### config.mk
export PLATFORM = sky130hd
export DESIGN_NAME = dmem_port_arbiter_flat
export DESIGN_NICKNAME = d
export VERILOG_FILES = /design/src/rtl/dmem_port_arbiter_pkg.sv /design/src/rtl/dmem_port_arbiter_if.sv /design/src/rtl/dmem_port_arbiter_pick.sv /design/src/rtl/dmem_port_arbiter.sv /design/src/flat_wrapper.sv
export SDC_FILE = /design/constraint.sdc
export NUM_CORES = 1
export LEC_CHECK = 0
export BUFFER_PORTS_ARGS = -buffer_cell sky130_fd_sc_hd__buf_2
export CORE_MARGIN = 4
export CORE_UTILIZATION = 40
export DETAILED_ROUTE_END_ITERATION = 10
export PLACE_DENSITY = 0.73
export SYNTH_ARGS = -nofsm -noshare
export SYNTH_HDL_FRONTEND = slang
export SYNTH_SLANG_ARGS = --single-unit
### constraint.sdc
create_clock -name clk -period 2.8 [get_ports clk]
set_input_delay 0.28 -clock clk [delete_from_list [all_inputs] [get_ports clk]]
set_output_delay 0.28 -clock clk [all_outputs]
set_load 0.01 [all_outputs]
### src/rtl/dmem_port_arbiter_pkg.sv
// Shared types and constants for the data-memory port arbiter: requester
// source encoding and default bus widths.
package dmem_port_arbiter_pkg;

  localparam int ADDR_WIDTH    = 32;
  localparam int DATA_WIDTH    = 32;
  localparam int ARB_SRC_WIDTH = 2;

  typedef enum logic [ARB_SRC_WIDTH-1:0] {
    SRC_NONE  = 2'd0,
    SRC_STORE = 2'd1,
    SRC_LOAD  = 2'd2,
    SRC_PREF  = 2'd3
  } arb_src_e;

endpackage

### src/rtl/dmem_port_arbiter_if.sv
// Bundle of requester, memory and fill signals around the data-memory arbiter.
// The master modport is the environment (LSU/ROB/memory); slave is the arbiter.
interface dmem_port_arbiter_if #(
  parameter int ADDR_W = 32,
  parameter int DATA_W = 32
);
  // Store: st_valid && st_ready in one cycle is a transfer. Load: ld_req is
  // held until the ld_done pulse. Memory: mem_req is held until the mem_ack pulse.
  logic              ld_req;
  logic [ADDR_W-1:0] ld_addr;
  logic              ld_done;
  logic [DATA_W-1:0] ld_data;
  logic              st_valid;
  logic [ADDR_W-1:0] st_addr;
  logic [DATA_W-1:0] st_data;
  logic [3:0]        st_mask;
  logic              st_ready;
  logic              pf_valid;
  logic [ADDR_W-1:0] pf_addr;
  logic              mem_req;
  logic              mem_we;
  logic [ADDR_W-1:0] mem_addr;
  logic [DATA_W-1:0] mem_wdata;
  logic [3:0]        mem_wmask;
  logic              mem_ack;
  logic [DATA_W-1:0] mem_rdata;
  logic              fill_valid;
  logic [ADDR_W-1:0] fill_addr;
  logic [DATA_W-1:0] fill_data;

  modport slave (
    input  ld_req, ld_addr, st_valid, st_addr, st_data, st_mask,
           pf_valid, pf_addr, mem_ack, mem_rdata,
    output ld_done, ld_data, st_ready, mem_req, mem_we, mem_addr,
           mem_wdata, mem_wmask, fill_valid, fill_addr, fill_data
  );

  modport master (
    output ld_req, ld_addr, st_valid, st_addr, st_data, st_mask,
           pf_valid, pf_addr, mem_ack, mem_rdata,
    input  ld_done, ld_data, st_ready, mem_req, mem_we, mem_addr,
           mem_wdata, mem_wmask, fill_valid, fill_addr, fill_data
  );

endinterface

### src/rtl/dmem_port_arbiter_pick.sv
// Combinational fixed-priority source picker: store > load > prefetch, with the
// store losing to a waiting load once the starvation limit is reached.
module dmem_arb_pick
  import dmem_port_arbiter_pkg::*;
(
  input  logic     st_valid_i,
  input  logic     ld_req_i,
  input  logic     pf_buf_valid_i,
  input  logic     starve_i,
  output arb_src_e src_o
);

  always_comb begin
    src_o = SRC_NONE;
    if (st_valid_i && !starve_i) begin
      src_o = SRC_STORE;
    end else if (ld_req_i) begin
      src_o = SRC_LOAD;
    end else if (pf_buf_valid_i) begin
      src_o = SRC_PREF;
    end
  end

endmodule

### src/rtl/dmem_port_arbiter.sv
// Shares the single-ported data memory between store commits, loads and
// prefetch hints; every completed read is also reported on the fill port.
module dmem_port_arbiter
  import dmem_port_arbiter_pkg::*;
#(
  parameter int ADDR_W      = ADDR_WIDTH,
  parameter int DATA_W      = DATA_WIDTH,
  parameter int STORE_BURST = 4
) (
  input  logic                clk,
  input  logic                rst,
  dmem_port_arbiter_if.slave  bus,
  output logic [0:0]          dbg_state_o,
  output arb_src_e            dbg_src_o
);

  localparam logic [0:0] ST_IDLE   = 1'b0;
  localparam logic [0:0] ST_WAIT   = 1'b1;
  localparam logic [3:0] BURST_MAX = 4'(STORE_BURST);

  logic [0:0]        state_q, state_d;
  arb_src_e          src_q, src_d, pick;
  logic [3:0]        cnt_q, cnt_d;
  logic              pf_vld_q, pf_vld_d;
  logic [ADDR_W-1:0] pf_addr_q, pf_addr_d;
  logic              mem_req_q, mem_req_d;
  logic              mem_we_q, mem_we_d;
  logic [ADDR_W-1:0] mem_addr_q, mem_addr_d;
  logic [DATA_W-1:0] mem_wdata_q, mem_wdata_d;
  logic [3:0]        mem_wmask_q, mem_wmask_d;

  logic              idle, starve, grant, ack_hit, pf_drop;
  logic [ADDR_W-1:0] pf_word;

  assign idle    = (state_q == ST_IDLE);
  assign starve  = bus.ld_req && (cnt_q == BURST_MAX);
  assign grant   = idle && (pick != SRC_NONE);
  assign ack_hit = !idle && bus.mem_ack;
  assign pf_word = bus.pf_addr & ~ADDR_W'(3);
  // A hint is useless if the same word is already being loaded or is in flight.
  assign pf_drop = (bus.ld_req && (pf_word == bus.ld_addr)) ||
                   (!idle && (pf_word == mem_addr_q));

  dmem_arb_pick u_pick (
    .st_valid_i     (bus.st_valid),
    .ld_req_i       (bus.ld_req),
    .pf_buf_valid_i (pf_vld_q),
    .starve_i       (starve),
    .src_o          (pick)
  );

  always_comb begin
    state_d     = state_q;
    src_d       = src_q;
    mem_req_d   = mem_req_q;
    mem_we_d    = mem_we_q;
    mem_addr_d  = mem_addr_q;
    mem_wdata_d = mem_wdata_q;
    mem_wmask_d = mem_wmask_q;
    if (grant) begin
      state_d   = ST_WAIT;
      src_d     = pick;
      mem_req_d = 1'b1;
      unique case (pick)
        SRC_STORE: begin
          mem_we_d    = 1'b1;
          mem_addr_d  = bus.st_addr;
          mem_wdata_d = bus.st_data;
          mem_wmask_d = bus.st_mask;
        end
        SRC_LOAD: begin
          mem_we_d    = 1'b0;
          mem_addr_d  = bus.ld_addr;
          mem_wdata_d = '0;
          mem_wmask_d = 4'b0000;
        end
        default: begin
          mem_we_d    = 1'b0;
          mem_addr_d  = pf_addr_q;
          mem_wdata_d = '0;
          mem_wmask_d = 4'b0000;
        end
      endcase
    end else if (ack_hit) begin
      state_d   = ST_IDLE;
      src_d     = SRC_NONE;
      mem_req_d = 1'b0;
    end
  end

  always_comb begin
    cnt_d = cnt_q;
    if (!bus.ld_req || (grant && pick == SRC_LOAD)) begin
      cnt_d = 4'd0;
    end else if (grant && pick == SRC_STORE) begin
      cnt_d = cnt_q + 4'd1;
    end
  end

  // A fresh hint wins over clearing the entry it replaces on a grant edge.
  always_comb begin
    pf_vld_d  = pf_vld_q;
    pf_addr_d = pf_addr_q;
    if (bus.pf_valid && !pf_drop) begin
      pf_vld_d  = 1'b1;
      pf_addr_d = pf_word;
    end else if (grant && pick == SRC_PREF) begin
      pf_vld_d = 1'b0;
    end
  end

  always_ff @(posedge clk) begin
    if (rst) begin
      state_q     <= ST_IDLE;
      src_q       <= SRC_NONE;
      cnt_q       <= 4'd0;
      pf_vld_q    <= 1'b0;
      pf_addr_q   <= '0;
      mem_req_q   <= 1'b0;
      mem_we_q    <= 1'b0;
      mem_addr_q  <= '0;
      mem_wdata_q <= '0;
      mem_wmask_q <= 4'b0000;
    end else begin
      state_q     <= state_d;
      src_q       <= src_d;
      cnt_q       <= cnt_d;
      pf_vld_q    <= pf_vld_d;
      pf_addr_q   <= pf_addr_d;
      mem_req_q   <= mem_req_d;
      mem_we_q    <= mem_we_d;
      mem_addr_q  <= mem_addr_d;
      mem_wdata_q <= mem_wdata_d;
      mem_wmask_q <= mem_wmask_d;
    end
  end

  assign bus.mem_req    = mem_req_q;
  assign bus.mem_we     = mem_we_q;
  assign bus.mem_addr   = mem_addr_q;
  assign bus.mem_wdata  = mem_wdata_q;
  assign bus.mem_wmask  = mem_wmask_q;
  assign bus.st_ready   = !rst && idle && (pick == SRC_STORE);
  // A load flushed before its ack still installs the word, but is not reported done.
  assign bus.ld_done    = !rst && ack_hit && (src_q == SRC_LOAD) && bus.ld_req;
  assign bus.ld_data    = bus.mem_rdata;
  assign bus.fill_valid = !rst && ack_hit && ((src_q == SRC_LOAD) || (src_q == SRC_PREF));
  assign bus.fill_addr  = mem_addr_q;
  assign bus.fill_data  = bus.mem_rdata;

  assign dbg_state_o = state_q;
  assign dbg_src_o   = src_q;

endmodule

### src/flat_wrapper.sv
// flat-port wrapper written by rule: the top's interface ports become plain ports
module dmem_port_arbiter_flat import dmem_port_arbiter_pkg::*;
#(
  parameter int ADDR_W      = ADDR_WIDTH,
  parameter int DATA_W      = DATA_WIDTH,
  parameter int STORE_BURST = 4
)
  (clk, rst, dbg_state_o, dbg_src_o, bus_ld_req, bus_ld_addr, bus_st_valid, bus_st_addr, bus_st_data, bus_st_mask, bus_pf_valid, bus_pf_addr, bus_mem_ack, bus_mem_rdata, bus_ld_done, bus_ld_data, bus_st_ready, bus_mem_req, bus_mem_we, bus_mem_addr, bus_mem_wdata, bus_mem_wmask, bus_fill_valid, bus_fill_addr, bus_fill_data);
  dmem_port_arbiter_if #(.ADDR_W(ADDR_W), .DATA_W(DATA_W)) bus_i ();
  input  logic clk;
  input  logic rst;
  output logic [0:0] dbg_state_o;
  output arb_src_e dbg_src_o;
  input wire logic [$bits(bus_i.ld_req)-1:0] bus_ld_req;
  input wire logic [$bits(bus_i.ld_addr)-1:0] bus_ld_addr;
  input wire logic [$bits(bus_i.st_valid)-1:0] bus_st_valid;
  input wire logic [$bits(bus_i.st_addr)-1:0] bus_st_addr;
  input wire logic [$bits(bus_i.st_data)-1:0] bus_st_data;
  input wire logic [$bits(bus_i.st_mask)-1:0] bus_st_mask;
  input wire logic [$bits(bus_i.pf_valid)-1:0] bus_pf_valid;
  input wire logic [$bits(bus_i.pf_addr)-1:0] bus_pf_addr;
  input wire logic [$bits(bus_i.mem_ack)-1:0] bus_mem_ack;
  input wire logic [$bits(bus_i.mem_rdata)-1:0] bus_mem_rdata;
  output wire logic [$bits(bus_i.ld_done)-1:0] bus_ld_done;
  output wire logic [$bits(bus_i.ld_data)-1:0] bus_ld_data;
  output wire logic [$bits(bus_i.st_ready)-1:0] bus_st_ready;
  output wire logic [$bits(bus_i.mem_req)-1:0] bus_mem_req;
  output wire logic [$bits(bus_i.mem_we)-1:0] bus_mem_we;
  output wire logic [$bits(bus_i.mem_addr)-1:0] bus_mem_addr;
  output wire logic [$bits(bus_i.mem_wdata)-1:0] bus_mem_wdata;
  output wire logic [$bits(bus_i.mem_wmask)-1:0] bus_mem_wmask;
  output wire logic [$bits(bus_i.fill_valid)-1:0] bus_fill_valid;
  output wire logic [$bits(bus_i.fill_addr)-1:0] bus_fill_addr;
  output wire logic [$bits(bus_i.fill_data)-1:0] bus_fill_data;
  assign bus_i.ld_req = bus_ld_req;
  assign bus_i.ld_addr = bus_ld_addr;
  assign bus_i.st_valid = bus_st_valid;
  assign bus_i.st_addr = bus_st_addr;
  assign bus_i.st_data = bus_st_data;
  assign bus_i.st_mask = bus_st_mask;
  assign bus_i.pf_valid = bus_pf_valid;
  assign bus_i.pf_addr = bus_pf_addr;
  assign bus_i.mem_ack = bus_mem_ack;
  assign bus_i.mem_rdata = bus_mem_rdata;
  assign bus_ld_done = bus_i.ld_done;
  assign bus_ld_data = bus_i.ld_data;
  assign bus_st_ready = bus_i.st_ready;
  assign bus_mem_req = bus_i.mem_req;
  assign bus_mem_we = bus_i.mem_we;
  assign bus_mem_addr = bus_i.mem_addr;
  assign bus_mem_wdata = bus_i.mem_wdata;
  assign bus_mem_wmask = bus_i.mem_wmask;
  assign bus_fill_valid = bus_i.fill_valid;
  assign bus_fill_addr = bus_i.fill_addr;
  assign bus_fill_data = bus_i.fill_data;
  dmem_port_arbiter #(.ADDR_W(ADDR_W), .DATA_W(DATA_W), .STORE_BURST(STORE_BURST)) u_core (.clk(clk), .rst(rst), .bus(bus_i), .dbg_state_o(dbg_state_o), .dbg_src_o(dbg_src_o));
endmodule
==> run_results.csv <==
group,metric,value,unit
synth,syn_inst,773,
final_layout,design_area,7114,sq um
global_route,grt.total_usage,0.2103,
cts,cts.repair.resized,0,
sta,setup_repair_after_global_routing_missed_its_margin,"no",
hold_path,worst_hold_path_type,"primary input to flop",
worst_setup_path,setup.worst_path.class,"flop to primary output",
cts,tritoncts_num_sinks,107,
place,globalplace.congestion,0.7982,
sta,max-slew-margin-rel,0.6051,
drt,wire_per_inst,17.48,um
sta,fmax,388.4,MHz
flow_run,maxCapViolCount,0,
synth,multiplexer_fraction_of_the_synthesized_cell_area,0.04887,
cts,clock_insertion_delay_worst_skew,350,ps
synth,synth_top_area_cell,"sky130_fd_sc_hd__dfxtp_1",
global_route,gr-total-overflow,0,
final_layout,final_layout_size_suffix_gt1_frac,0.3087,
drt,via_count,5527,
drt,drt.antenna.violating_nets,0,
synth,postSynthAreaPerCell,7.949,sq um
final_layout,nets_finish,1065,
worst_setup_path,crit_chain,"inv_1 -> ha_1 -> nand4b_1 -> nand2_1 -> o21ai_0 -> ha_2 -> buf_12 -> nor3b_1 -> buf_2",
global_route,first_global_vias,5449,
drt,totalWireLength,18.91,mm
synth,ys_seq_elements,107,
worst_setup_path,critPathMaxFanout,54,
worst_setup_path,slowest_cell_delay_on_critical_path,370,ps
die,initial_utilization,0.4057,
final_layout,finalCoreUtilization,0.4697,
worst_setup_path,setup.worst_path.end_class,"primary output",
sta,final.setup.tns,0,ps
power,pwr_density_cell,531.2,nW/um^2
place,buffer_ports.inserted,243,
sta,timing.final.crit_share,0.9196,
drt,drt_first_iter_violations,268,
global_route,grt_start_max_net_pins,63,
sta,fin_skew,7.857,ps
cts,post_cts_buffers,0,
outcome,run_status,"finished clean",
synth,synth_sequential_area_ratio,0.3486,
worst_setup_path,cp_data_arrival_time,2290,ps
final_layout,mostFrequentLayoutCells,"sky130_fd_sc_hd__buf_2 (242), sky130_fd_sc_hd__nand2_1 (131), sky130_fd_sc_hd__dfxtp_1 (107), sky130_fd_sc_hd__a21oi_1 (73), sky130_fd_sc_hd__nand2b_1 (59)",
worst_setup_path,timing.critical_path.max_delay_family,"adder cells",
synth,syn-num-nets,949,
die,design.die.area,17410,sq um
worst_setup_path,combined_buffer_and_inverter_count_along_the_critical_path,3,
worst_setup_path,worst-endpoint-required,2520,ps
sta,setup_viol_count_final,0,
cts,number_of_hold_buffers_added_after_cts,0,
place,detail_placement_hpwl,14.22,mm
synth,synth_largest_type_area_fraction,0.3486,
final_layout,layout.cells.most_common,"sky130_fd_sc_hd__buf_2",
synth,synthesis.yosys.warnings,0,
synth,synth.lib_cells_used.distinct,33,
die,coreArea,15150,sq um
cts,clk_pin_slew,80,ps
power,leakagePower,3.136,nW
worst_setup_path,critical_path.startpoint_type,"flop",
final_layout,syn2layout_area_growth,15.78,%
cts,cts_max_level,3,
die,die_w,131.9,um
power,finalPower,3.779,mW
synth,synth_xor_area_frac,0.08837,
cts,tritoncts_clock_tree,"yes",
global_route,global_route_wire_length_before_repair,29.28,mm
die,die_y,131.9,um
cts,clock-root-buffer,"sky130_fd_sc_hd__clkbuf_16",
final_layout,antenna_diode_count,0,
drt,viasPerCell,5.108,
place,postPlaceCellArea,6827,sq um
place,placedCellCount,1066,
cts,cts_bufs_inserted,9,
power,worst_ir_drop_vdd,361.6,uV
cts,clock_path_buffers,2,
drt,drtPass1Iterations,4,
final_layout,finalNonFillerCells,1082,
global_route,number_of_antenna_violations_at_the_first_check_in_global_routing,0,
sta,finalMaxSlewViolations,0,
synth,post_synth_main_area_contributors,"sky130_fd_sc_hd__dfxtp_1 (35%), sky130_fd_sc_hd__buf_4 (12%), sky130_fd_sc_hd__nand2_1 (8.0%)",
die,floorplan.rows,45,
sta,finalHoldViolations,0,
synth,synth_simple_gate_area_share,0.2099,
sta,period_minus_slack,2575,ps
drt,drcViolationCount,0,
die,io_pins,342,
worst_setup_path,crit_slowest_cell,"sky130_fd_sc_hd__dfxtp_1",
synth,synth-compound-area-share,0.1344,
sta,tightestPinTransition,586.9,ps
synth,syn_area,6145,sq um
synth,synthAdderAreaFrac,0.01222,
synth,combinational_family_with_the_most_area_after_synthesis,"simple AND/OR/NAND/NOR gates",
-- logic make-up (layout without fill, tap and decap cells) --
family	after synthesis	count (layout)
AO/OA/AOI/OAI	144	144
XOR/XNOR	62	62
adder cells (fa/ha/maj)	6	6
buffers and inverters	155	276
flip-flops	107	107
multiplexers	30	30
AND/OR/NAND/NOR	269	269
-- cell usage after synthesis (all sizes together) --
cell type,n
mux2i,30
clkbuf,49
nand4b,1
nor2,9
nand3,40
and4b,1
o21ai,33
nand2,131
nor2b,1
o21ba,1
xnor2,39
a31oi,1
xor2,23
buf,101
nand4,11
nand3b,1
or3,1
nor3b,1
nor4,6
inv,5
or2,1
and3b,1
a22oi,34
or2b,1
nand2b,59
dfxtp,107
nor3,4
o41ai,1
ha,6
a211oi,1
a21oi,73
-- flip-flops by register name, summed over array words and instances (netlist names), 2 cells and up --
| register | cells |
|---|---|
| u_core.bus.fill_addr | 32 |
| u_core.bus.mem_wdata | 32 |
| u_core.bus.mem_wmask | 4 |
| u_core.cnt_q | 4 |
| u_core.dbg_src_o | 2 |
| u_core.pf_addr_q | 30 |
-- layer usage --
metal / track usage / part of all wire
met5: 0 / 0
met4: 0.07351 / 0.022
met3: 0.05267 / 0.063
met2: 0.3766 / 0.51
met1: 0.2434 / 0.41
-- layout make-up --
| class | count | area, sq um |
|---|---|---|
| repair buffers | 255 | 1371 |
| fillers | 1524 | 8031 |
| clock inverters | 5 | 45.04 |
| multi-input cells | 511 | 3059 |
| inverters | 5 | 18.77 |
| well taps | 188 | 235.2 |
| flip-flops and latches | 107 | 2142 |
| clock buffers | 11 | 242.7 |
-- worst paths after layout --
kind,startpoint,end,slack (ps),depth (start not counted)
worst max-delay path,u_core.cnt_q[0]$_SDFFE_PP0P_,bus_st_ready,230,9
worst min-delay path,bus_mem_ack,u_core.dbg_state_o$_SDFFE_PP0P_,160,2
worst max register to register,u_core.cnt_q[0]$_SDFFE_PP0P_,u_core.bus.fill_addr[28]$_SDFFE_PP0N_,310,11
worst min register to register,u_core.bus.mem_wdata[8]$_SDFFE_PP0N_,u_core.bus.mem_wdata[8]$_SDFFE_PP0N_,450,2
-- worst reg2reg max path, stage by stage (launching register included) --
cell and delay, ps:
sky130_fd_sc_hd__dfxtp_1 370, sky130_fd_sc_hd__inv_1 80, sky130_fd_sc_hd__ha_1 190, sky130_fd_sc_hd__nand4b_1 100, sky130_fd_sc_hd__nand2_1 70, sky130_fd_sc_hd__o21ai_0 190, sky130_fd_sc_hd__inv_1 120, sky130_fd_sc_hd__ha_1 260
sky130_fd_sc_hd__or2_2 530, sky130_fd_sc_hd__buf_4 310, sky130_fd_sc_hd__nand2_1 100, sky130_fd_sc_hd__a21oi_1 60
-- per-stage QoR --
stage	setup slack [ps]	hold WS, ps
5_1_grt	25.69	156.6
4_1_cts	207.4	132.9
3_3_place_gp	334.6	434.5
3_5_place_dp	286.8	441.3
2_1_floorplan	572.4	379.6
6_report	225.1	161.2
-- power breakdown --
part / leakage [nW] / switching [mW] / total (mW) / internal (mW)
Clock: 0.138 / 0.624 / 1.27 / 0.643
Sequential: 0.875 / 0.0685 / 1.68 / 1.61
Combinational: 2.12 / 0.492 / 0.836 / 0.343
No activity file was read; power rests on OpenSTA's default activity.
